<file path="src/rtl/mmp_iddmm_pkg.sv">
// Shared constants and types for the IDDMM host sequencer.
//   MMP_K       word width in bits
//   MMP_N       words per operand
//   MMP_AW      operand RAM address width
//   MMP_TIMEOUT watchdog limit, cycles from task_req to task_end
//   state_e     host sequencer states
package mmp_iddmm_pkg;

    localparam int MMP_K       = 128;
    localparam int MMP_N       = 32;
    localparam int MMP_AW      = $clog2(MMP_N);
    localparam int MMP_TIMEOUT = 4095;

    typedef enum logic [2:0] {
        ST_IDLE,
        ST_LOAD,
        ST_REQ,
        ST_RUN,
        ST_DRAIN
    } state_e;

endpackage

</file>
<file path="src/rtl/mmp_res_fifo.sv">
// Result FIFO between the IDDMM core and the host: first-word fall-through,
// so pop_data shows the head entry whenever empty is low.
//   clk, rst        clock, asynchronous active-high reset
//   flush           discard all entries (wins over push/pop)
//   push, push_data write one entry; dropped if full and no pop this cycle
//   pop, pop_data   consume the head entry; ignored when empty
//   count           number of stored entries
//   full, empty     status flags
module mmp_res_fifo #(
    parameter int W     = 128,
    parameter int DEPTH = 32
) (
    input  logic                       clk,
    input  logic                       rst,
    input  logic                       flush,
    input  logic                       push,
    input  logic [W-1:0]               push_data,
    input  logic                       pop,
    output logic [W-1:0]               pop_data,
    output logic [$clog2(DEPTH+1)-1:0] count,
    output logic                       full,
    output logic                       empty
);

    localparam int AW = $clog2(DEPTH);
    localparam int CW = $clog2(DEPTH + 1);

    logic [W-1:0]  mem [DEPTH];
    logic [AW-1:0] wr_ptr_q, wr_ptr_d;
    logic [AW-1:0] rd_ptr_q, rd_ptr_d;
    logic [CW-1:0] count_q, count_d;
    logic          do_push, do_pop;

    function automatic logic [AW-1:0] ptr_inc(input logic [AW-1:0] p);
        return (p == AW'(DEPTH - 1)) ? '0 : p + 1'b1;
    endfunction

    assign full     = (count_q == CW'(DEPTH));
    assign empty    = (count_q == '0);
    assign count    = count_q;
    assign pop_data = mem[rd_ptr_q];

    // A full FIFO still accepts a push when the head leaves in the same cycle.
    assign do_pop  = pop && !empty;
    assign do_push = push && (!full || do_pop);

    always_comb begin
        wr_ptr_d = wr_ptr_q;
        rd_ptr_d = rd_ptr_q;
        count_d  = count_q;
        if (flush) begin
            wr_ptr_d = '0;
            rd_ptr_d = '0;
            count_d  = '0;
        end else begin
            if (do_push) wr_ptr_d = ptr_inc(wr_ptr_q);
            if (do_pop)  rd_ptr_d = ptr_inc(rd_ptr_q);
            count_d = count_q + CW'(do_push) - CW'(do_pop);
        end
    end

    always_ff @(posedge clk or posedge rst) begin
        if (rst) begin
            wr_ptr_q <= '0;
            rd_ptr_q <= '0;
            count_q  <= '0;
        end else begin
            wr_ptr_q <= wr_ptr_d;
            rd_ptr_q <= rd_ptr_d;
            count_q  <= count_d;
        end
    end

    // Storage carries no reset; consumers gate pop_data with empty.
    always_ff @(posedge clk) begin
        if (do_push && !flush) mem[wr_ptr_q] <= push_data;
    end

endmodule

</file>
<file path="src/rtl/mmp_iddmm_host_if.sv">
// Host-side sequencer for the IDDMM core. Loads one operand set from the
// host into the core's operand RAMs, pulses task_req, captures the N result
// words the core emits unthrottled and streams them back to the host.
//   clk, rst                  clock, asynchronous active-high reset
//   in_valid/in_ready         host operand beat handshake
//   in_x/in_y/in_m            operand words, low word first
//   in_m1                     m1, sampled on the first beat of a job
//   out_valid/out_ready       host result handshake
//   out_data/out_last         result word, last marks word N-1
//   busy                      sequencer not idle
//   err_timeout, err_count    sticky job errors, cleared by next first beat
//   wr_ena/wr_addr/wr_*       operand RAM write port of the core
//   task_req                  one-cycle start pulse to the core
//   task_end/task_grant/task_res  core completion and result stream
module mmp_iddmm_host_if
    import mmp_iddmm_pkg::*;
#(
    parameter int K       = MMP_K,
    parameter int N       = MMP_N,
    parameter int TIMEOUT = MMP_TIMEOUT
) (
    input  logic                 clk,
    input  logic                 rst,
    input  logic                 in_valid,
    output logic                 in_ready,
    input  logic [K-1:0]         in_x,
    input  logic [K-1:0]         in_y,
    input  logic [K-1:0]         in_m,
    input  logic [K-1:0]         in_m1,
    output logic                 out_valid,
    input  logic                 out_ready,
    output logic [K-1:0]         out_data,
    output logic                 out_last,
    output logic                 busy,
    output logic                 err_timeout,
    output logic                 err_count,
    output logic                 wr_ena,
    output logic [$clog2(N)-1:0] wr_addr,
    output logic [K-1:0]         wr_x,
    output logic [K-1:0]         wr_y,
    output logic [K-1:0]         wr_m,
    output logic [K-1:0]         wr_m1,
    output logic                 task_req,
    input  logic                 task_end,
    input  logic                 task_grant,
    input  logic [K-1:0]         task_res
);

    localparam int AW   = $clog2(N);
    localparam int CW   = $clog2(N + 1);
    localparam int WD_W = $clog2(TIMEOUT + 1);

    state_e        state_q, state_d;
    logic [AW-1:0] beat_cnt_q, beat_cnt_d;   // address of the next LOAD beat
    logic          wr_ena_q, wr_ena_d;
    logic [AW-1:0] wr_addr_q, wr_addr_d;
    logic [K-1:0]  wr_x_q, wr_x_d;
    logic [K-1:0]  wr_y_q, wr_y_d;
    logic [K-1:0]  wr_m_q, wr_m_d;
    logic [K-1:0]  wr_m1_q, wr_m1_d;
    logic          task_req_q, task_req_d;
    logic [WD_W-1:0] wd_q, wd_d;
    logic [CW-1:0] res_cnt_q, res_cnt_d;     // grants pushed this job
    logic [AW-1:0] pop_cnt_q, pop_cnt_d;     // index of the next result popped
    logic          err_timeout_q, err_timeout_d;
    logic          err_count_q, err_count_d;

    logic          accept;
    logic          fifo_push, fifo_pop, fifo_flush;
    logic [K-1:0]  fifo_data;
    logic [CW-1:0] fifo_count;
    logic          fifo_full, fifo_empty;

    mmp_res_fifo #(
        .W     (K),
        .DEPTH (N)
    ) u_res_fifo (
        .clk       (clk),
        .rst       (rst),
        .flush     (fifo_flush),
        .push      (fifo_push),
        .push_data (task_res),
        .pop       (fifo_pop),
        .pop_data  (fifo_data),
        .count     (fifo_count),
        .full      (fifo_full),
        .empty     (fifo_empty)
    );

    assign in_ready    = (state_q == ST_IDLE) || (state_q == ST_LOAD);
    assign busy        = (state_q != ST_IDLE);
    assign accept      = in_valid && in_ready;

    // Popping starts while the core is still producing, so drain overlaps capture.
    assign out_valid   = !fifo_empty && ((state_q == ST_RUN) || (state_q == ST_DRAIN));
    assign fifo_pop    = out_valid && out_ready;
    assign out_data    = out_valid ? fifo_data : '0;
    assign out_last    = out_valid && (pop_cnt_q == AW'(N - 1));

    assign wr_ena      = wr_ena_q;
    assign wr_addr     = wr_addr_q;
    assign wr_x        = wr_x_q;
    assign wr_y        = wr_y_q;
    assign wr_m        = wr_m_q;
    assign wr_m1       = wr_m1_q;
    assign task_req    = task_req_q;
    assign err_timeout = err_timeout_q;
    assign err_count   = err_count_q;

    always_comb begin
        state_d       = state_q;
        beat_cnt_d    = beat_cnt_q;
        wr_ena_d      = 1'b0;
        wr_addr_d     = wr_addr_q;
        wr_x_d        = wr_x_q;
        wr_y_d        = wr_y_q;
        wr_m_d        = wr_m_q;
        wr_m1_d       = wr_m1_q;
        task_req_d    = 1'b0;
        wd_d          = wd_q;
        res_cnt_d     = res_cnt_q;
        pop_cnt_d     = pop_cnt_q + AW'(fifo_pop);
        err_timeout_d = err_timeout_q;
        err_count_d   = err_count_q;
        fifo_push     = 1'b0;
        fifo_flush    = 1'b0;

        case (state_q)
            ST_IDLE: begin
                if (accept) begin
                    wr_ena_d      = 1'b1;
                    wr_addr_d     = '0;
                    wr_x_d        = in_x;
                    wr_y_d        = in_y;
                    wr_m_d        = in_m;
                    wr_m1_d       = in_m1;
                    err_timeout_d = 1'b0;
                    err_count_d   = 1'b0;
                    beat_cnt_d    = AW'(1);
                    res_cnt_d     = '0;
                    pop_cnt_d     = '0;
                    state_d       = ST_LOAD;
                end
            end
            ST_LOAD: begin
                if (accept) begin
                    wr_ena_d   = 1'b1;
                    wr_addr_d  = beat_cnt_q;
                    wr_x_d     = in_x;
                    wr_y_d     = in_y;
                    wr_m_d     = in_m;
                    beat_cnt_d = beat_cnt_q + 1'b1;
                    if (beat_cnt_q == AW'(N - 1)) state_d = ST_REQ;
                end
            end
            ST_REQ: begin
                // The last RAM write is on the bus this cycle; start the
                // core on the next one. The REQ cycle counts toward the watchdog.
                task_req_d = 1'b1;
                wd_d       = WD_W'(1);
                state_d    = ST_RUN;
            end
            ST_RUN: begin
                fifo_push = task_grant;
                if (task_grant) res_cnt_d = res_cnt_q + 1'b1;
                if (task_end) begin
                    if ((res_cnt_q + CW'(task_grant)) != CW'(N)) err_count_d = 1'b1;
                    state_d = ST_DRAIN;
                end else if (wd_q >= WD_W'(TIMEOUT)) begin
                    err_timeout_d = 1'b1;
                    fifo_push     = 1'b0;
                    fifo_flush    = 1'b1;
                    state_d       = ST_IDLE;
                end else begin
                    wd_d = wd_q + 1'b1;
                end
            end
            ST_DRAIN: begin
                if (task_end) err_count_d = 1'b1;
                if (fifo_count == '0) state_d = ST_IDLE;
            end
            default: state_d = ST_IDLE;
        endcase

        // Overflow cannot happen with a well-behaved core; flag it if it does.
        if (fifo_push && fifo_full && !fifo_pop) err_count_d = 1'b1;
    end

    always_ff @(posedge clk or posedge rst) begin
        if (rst) begin
            state_q       <= ST_IDLE;
            beat_cnt_q    <= '0;
            wr_ena_q      <= 1'b0;
            wr_addr_q     <= '0;
            wr_x_q        <= '0;
            wr_y_q        <= '0;
            wr_m_q        <= '0;
            wr_m1_q       <= '0;
            task_req_q    <= 1'b0;
            wd_q          <= '0;
            res_cnt_q     <= '0;
            pop_cnt_q     <= '0;
            err_timeout_q <= 1'b0;
            err_count_q   <= 1'b0;
        end else begin
            state_q       <= state_d;
            beat_cnt_q    <= beat_cnt_d;
            wr_ena_q      <= wr_ena_d;
            wr_addr_q     <= wr_addr_d;
            wr_x_q        <= wr_x_d;
            wr_y_q        <= wr_y_d;
            wr_m_q        <= wr_m_d;
            wr_m1_q       <= wr_m1_d;
            task_req_q    <= task_req_d;
            wd_q          <= wd_d;
            res_cnt_q     <= res_cnt_d;
            pop_cnt_q     <= pop_cnt_d;
            err_timeout_q <= err_timeout_d;
            err_count_q   <= err_count_d;
        end
    end

endmodule
</file>
<file path="config.mk">
export PLATFORM = sky130hd
export DESIGN_NAME = mmp_iddmm_host_if
export DESIGN_NICKNAME = d
export VERILOG_FILES = /design/src/rtl/mmp_iddmm_pkg.sv /design/src/rtl/mmp_res_fifo.sv /design/src/rtl/mmp_iddmm_host_if.sv
export SDC_FILE = /design/constraint.sdc
export NUM_CORES = 2
export LEC_CHECK = 0
export BUFFER_PORTS_ARGS = -buffer_cell sky130_fd_sc_hd__buf_2
export CORE_MARGIN = 2
export CORE_UTILIZATION = 40
export DETAILED_ROUTE_END_ITERATION = 10
export SLEW_MARGIN = 20
export SYNTH_ARGS = -nofsm -noshare
export SYNTH_HDL_FRONTEND = slang
export SYNTH_SLANG_ARGS = --single-unit
</file>
<file path="constraint.sdc">
create_clock -name clk -period 23 [get_ports clk]
set_clock_uncertainty 0.2 [all_clocks]
set_input_delay 1.15 -clock clk [delete_from_list [all_inputs] [get_ports clk]]
set_output_delay 1.15 -clock clk [all_outputs]
set_load 0.05 [all_outputs]
</file>
# Word level (Yosys, flattened, before mapping)
# Memory sizes are Yosys's and may differ from the RTL's.
# Index checks and enable logic that the tools add are counted.
totals:
  regBits: 568
  word_cells: 134
  ramBits: 4096
  in_bits: 646
  output_inout_bits: 653
  memories: 1
classes:
  mux: 49
  addsub: 9
  order_cmp: 1
  n_reduce_logical: 34
  eq_ne: 23
memory_table:
  columns: ["name", "depth", "width", "read_ports", "rd_clocked_by_memory_dff", "wr", "line_no", "text"]
  rows:
  - ["u_res_fifo.mem", 32, 128, 1, 0, 1, "mmp_res_fifo.sv:28", "logic [W-1:0] mem [DEPTH];"]
ops:
  columns: ["op", "count"]
  rows:
  - ["128-bit 2-to-1 mux", 1]
  - ["5-bit 2-to-1 mux", 12]
  - ["12-bit 2-to-1 mux", 2]
  - ["12-bit case mux with 2 select lines", 1]
  - ["5-bit == test (second input constant)", 4]
  - ["5-bit case mux with 2 select lines", 2]
  - ["1-bit 2-to-1 mux", 18]
  - ["3-bit 2-to-1 mux", 6]
  - ["6-bit 2-to-1 mux", 3]
  - ["5-bit by 1-bit adder with 5-bit output (second input constant)", 3]
  - ["3-bit case mux with 5 select lines", 1]
  - ["12-bit by 1-bit adder with 12-bit output (second input constant)", 1]
  - ["6-bit by 1-bit adder with 6-bit output", 2]
  - ["12-bit greater-or-equal comparator (second input constant)", 1]
  - ["3-bit by 2-bit != test with 1-bit output (second input constant)", 4]
  - ["6-bit case mux with 2 select lines", 1]
  - ["2-bit != test (second input constant)", 5]
  - ["5-bit AND reduction", 2]
  - ["2-bit nonzero test", 5]
  - ["1-bit logical AND", 9]
  - ["3-bit AND reduction", 3]
  - ["6-bit by 1-bit adder with 6-bit output (second input constant)", 1]
  - ["3-bit by 2-bit == test with 1-bit output (second input constant)", 2]
  - ["6-bit == test (second input constant)", 1]
  - ["18 further kinds", 26]

# Depth between registers and ports, before layout
logic_depth:
  depth_word: 10
  mapped_depth: 14
  ltp_nobuf: 14

# By module
# Synthesis repeated with hierarchy kept, for this count alone.
unflattened:
  hier_cells: 9644
  hier_area_um2: 178112.1
modules_own_cells:
  columns: ["module", "seq_area_each_um2", "cells_per_inst", "area_per_inst_um2", "instances"]
  rows:
  - ["mmp_res_fifo", 123398.3, 7385, 156059.7, 1]
  - ["mmp_iddmm_host_if", 13813.2, 2259, 22052.4, 1]

# Worst setup path after synthesis
# Ideal clock, no wire load.
synth_path:
  kind: "input to register"
  from: "input port task_end"
  to: "memory u_res_fifo.mem[25][0] (enable)"
  t_arrival_ps: 7411
  path_stages: 4
  path_slack_ps: 14772
  path_buffers: 0
  setup_ps: 617
  t_required_ps: 22183
  path_cell_list: "and3b_1 a21oi_1 nand3_1 nor2_1"
synth_via:
  elab_chain_len: 6
  elab_cells_between_ends: 9
  cone_classes: "mux: 6; reduce/logical: 3"
synth_rtl:
  columns: ["element", "line_no", "text"]
  rows:
  - ["from (decl)", "mmp_iddmm_host_if.sv:44", "input logic task_end,"]
  - ["1-bit 2-to-1 mux", "mmp_iddmm_host_if.sv:166", "if (task_end) begin"]
  - ["1-bit 2-to-1 mux", "mmp_iddmm_host_if.sv:128", "case (state_q)"]
  - ["1-bit logical AND / 1-bit logical NOT (equally long branches)", "mmp_res_fifo.sv:45, mmp_res_fifo.sv:76", null]
  - ["1-bit logical AND *", "mmp_res_fifo.sv:76", "if (do_push && !flush) mem[wr_ptr_q] <= push_data;"]
  - ["1-bit 2-to-1 mux *", "mmp_res_fifo.sv:76", null]
  - ["1-bit 2-to-1 mux (not written as such) *", "mmp_res_fifo.sv:76", null]
  - ["to (decl)", "mmp_res_fifo.sv:28", null]
# Mark *: on every way between the ends. The rest lies on a longest branch, timed or not.

# Worst setup path in the final report
layout_path:
  from: "register u_res_fifo.rd_ptr_q[0]"
  to: "output port out_data[31]"
layout_via:
  elab_chain_len: 2
layout_rtl:
  columns: ["element", "line_no", "text"]
  rows:
  - ["from (decl)", "mmp_res_fifo.sv:30", "logic [AW-1:0] rd_ptr_q, rd_ptr_d;"]
  - ["from (signal assigned)", "mmp_res_fifo.sv:69", "rd_ptr_q <= rd_ptr_d;"]
  - ["memory 32 x 128 bit", null, null]
  - ["128-bit 2-to-1 mux", "mmp_iddmm_host_if.sv:97", "assign out_data = out_valid ? fifo_data : '0;"]
  - ["to (decl)", "mmp_iddmm_host_if.sv:32", "output logic [K-1:0] out_data,"]
# Every way passes these cells.

==> flow_metrics.py <==
metrics = {
    "synthesis": {
        "synth-main-ff-cell": "edfxtp_1",
        "synth_edf_count": 4096,
        "synthCells": 8900,
        "syn_avg_cell_area_um2": 19.8,
        "synth.top_cell.area_share_pct": 70.0,
        "syn_area_mm2": 0.176,
        "ys_top_cells_by_area": "edfxtp_1, mux4_2, dfrtp_1, nand2_1, a22oi_1",
        "ys.warnings.count": 0,
        "syn-num-nets": 9571,
        "yosysTopAreaCell": "edfxtp_1",
        "synth_seq_area_share_pct": 78.1,
        "ys_seq_elements": 4664,
        "ys_types": 58,
        "synth-async-reset-ratio_pct": 12.2,
    },
    "global_route": {
        "grt_pass1_wl_mm": 829,
        "antenna_found_initial": 218,
        "grt_max_degree": 213,
        "grtUsageMet3_pct": 4.88,
        "overflow": 0,
        "grt-busiest-layer": "met2",
        "met2_usage_pct": 45.1,
        "track_usage_pct": 27.2,
        "use_met1_pct": 35.9,
        "grt_pass1_vias": 94700,
    },
    "clock_network": {
        "cts_tree": "built",
        "postCtsSetupBuffers": 0,
        "cts_buffers": 477,
        "path_clk_slew_ns": 0.06,
        "cts_buffer_depth": 4,
        "clock_sinks": 4664,
        "ctsResizeCount": 0,
        "insertion_delay_ns": 0.98,
        "hold_buffers": 1,
        "htree_num_levels": 5,
        "root_buffer": "clkbuf_16",
    },
    "placement": {
        "io_buffers": 1298,
        "hpwl_mm": 382,
        "routabilityCongestion": 1.02,
    },
    "floorplan": {
        "row_count": 243,
        "coreArea_mm2": 0.438,
        "die_x_um": 667,
        "fp.dieH_um": 667,
        "initial_core_util_pct": 40.2,
        "io_pins": 1299,
        "die-area_mm2": 0.445,
    },
    "worst_hold_path": {
        "hold_class": "input pin to flop",
        "whs_endpoint": "wr_m1[5]",
        "hold_depth": 3,
        "min-delay-start": "in_m1[5]",
    },
    "timing": {
        "rsz0062_at_grt": "false",
        "drv_slew": 0,
        "maxSlewHeadroom_pct": 9.77,
        "finalSetupTns_ns": 0,
        "worst_slew_pin_slew_ns": 1.35,
        "period_minus_slack_ns": 8.26,
        "fmax_ghz": 0.121,
        "hold_violations": 0,
        "setup_violations": 0,
        "period_share_pct": 35.9,
    },
    "setup_path": {
        "crit_arrival_ns": 6.91,
        "cp_max_fo": 50,
        "worstRegToRegCells": 8,
        "path_class": "flop to primary output",
        "timing.rr.end": "u_res_fifo.mem[15][22]",
        "reg2reg_from": "state_q[0]",
        "cp-start-kind": "flop",
        "rrSetupSlack_ns": 16.83,
        "cp_data_required_time_ns": 21.65,
        "endpoint_kind": "primary output",
    },
    "drt": {
        "drc": 0,
        "routed_wl_mm": 618,
        "drt_iter0_markers": 12000,
        "drtAntennaViolNets": 0,
        "via_per_inst": 5.77,
        "vias": 95800,
        "wl_per_cell_um": 37.2,
        "firstDrtPassIters": 5,
    },
    "finish": {
        "drive_above_1_share_pct": 30.3,
        "nets": 11000,
        "area_delta_synth_final_pct": 16.8,
        "n_fill_cell": 36800,
        "mostFrequentLayoutCells": "edfxtp_1, nand2_1, buf_2, mux4_2, dfrtp_1",
        "final_common_cell": "edfxtp_1",
    },
    "power": {
        "p_leak_nw": 71.3,
        "power.density_mw_per_mm2": 101,
        "peakVddDrop_v": 0.0000730,
        "power.total_mw": 20.7,
    },
    "status": {
        "status": "complete, no violations",
    },
    "job": {
        "drv_cap": 0,
    },
}
[Yosys cell counts (all sizes together), types with 4 or more instances]
cell type	instances
inv	18
edfxtp	4096
nand2b	5
o22ai	116
nand3	26
clkbuf	330
xor2	10
dfrtp	568
a21oi	85
a31oi	4
mux4	1024
o21ai	13
ha	24
buf	168
nor3	5
a22o	97
nor2	119
nor4	4
nand3b	5
nand4	9
o31ai	16
a22oi	302
a21o	74
nand2	1668
o211ai	4
and2	13
o221ai	47
xnor2	5
and3	9
[layer usage]
layer	wire, um	share of wire (%)
met5	630	0.10
met4	27200	4.4
met3	44000	7.1
met2	304000	49
met1	243000	39
[critical path: stages, from the launching register on]
cell	delay (ns)
dfrtp_4	0.91
buf_4	0.80
buf_4	0.79
buf_4	0.89
buf_4	0.92
mux4_2	0.60
a22oi_1	0.26
nand2_1	0.13
a21o_1	0.26
buf_2	0.23
[sequential cells by signal (all words and copies together) (netlist names), 6 cells and up]
name,flops
u_res_fifo.mem,4096
wr_m1,128
wr_m,128
wr_x,128
wr_y,128
wd_q,12
res_cnt_q,6
u_res_fifo.count,6
[where the power goes]
group / internal, mW / switching (mW)
Combinational: 1.09 / 2.26
Clock: 4.40 / 3.31
Sequential: 9.43 / 0.167
Total: 14.9 / 5.74
[cells by family (layout without fill, tap and decap cells)]
family	count (synthesis)	count (layout)	synth area share, %
buffers and inverters	518	2371	1.21
AND/OR/NAND/NOR	1883	1883	4.17
multiplexers	1026	1026	13.1
AO/OA/AOI/OAI	769	769	3.18
flip-flops	4664	4664	78.1
adder cells (fa/ha/maj)	25	25	0.182
other	0	83	0
XOR/XNOR	15	15	0.0747
[metrics by stage]
stage	cell area, um^2	hold WS [ns]	std cells	util [%]	worst slack, ns
2_1_floorplan	176000	0.238	8900	-	5.76
3_3_place_gp	189000	0.254	15600	43.3	15.44
3_5_place_dp	190000	0.257	15600	43.3	15.38
4_1_cts	205000	0.0386	16500	46.8	14.34
5_1_grt	205000	0.0944	16500	46.8	14.04
6_report	205000	0.124	16600	46.9	14.74
[final cells by class]
cell class / instances / area (um^2) / area share (%)
flip-flops and latches: 4664 / 137000 / 66.9
multi-input cells: 3718 / 36800 / 17.9
clock buffers: 578 / 12500 / 6.08
repair buffers: 1486 / 8260 / 4.02
well taps: 5757 / 7200 / 3.51
clock inverters: 287 / 2960 / 1.44
diodes: 83 / 208 / 0.101
inverters: 20 / 90.1 / 0.0439
[worst max path at each step]
stage	slack, ns	endpoint	from
floorplan	5.76	beat_cnt_q[0]	rst
global placement	15.44	out_data[96]	u_res_fifo.rd_ptr_q[0]
detailed placement	15.38	out_data[64]	u_res_fifo.rd_ptr_q[0]
CTS	14.34	out_data[64]	u_res_fifo.rd_ptr_q[0]
global route	14.04	out_data[31]	u_res_fifo.rd_ptr_q[0]
finish	14.74	out_data[31]	u_res_fifo.rd_ptr_q[0]
No activity file was read; power rests on OpenSTA's default activity.
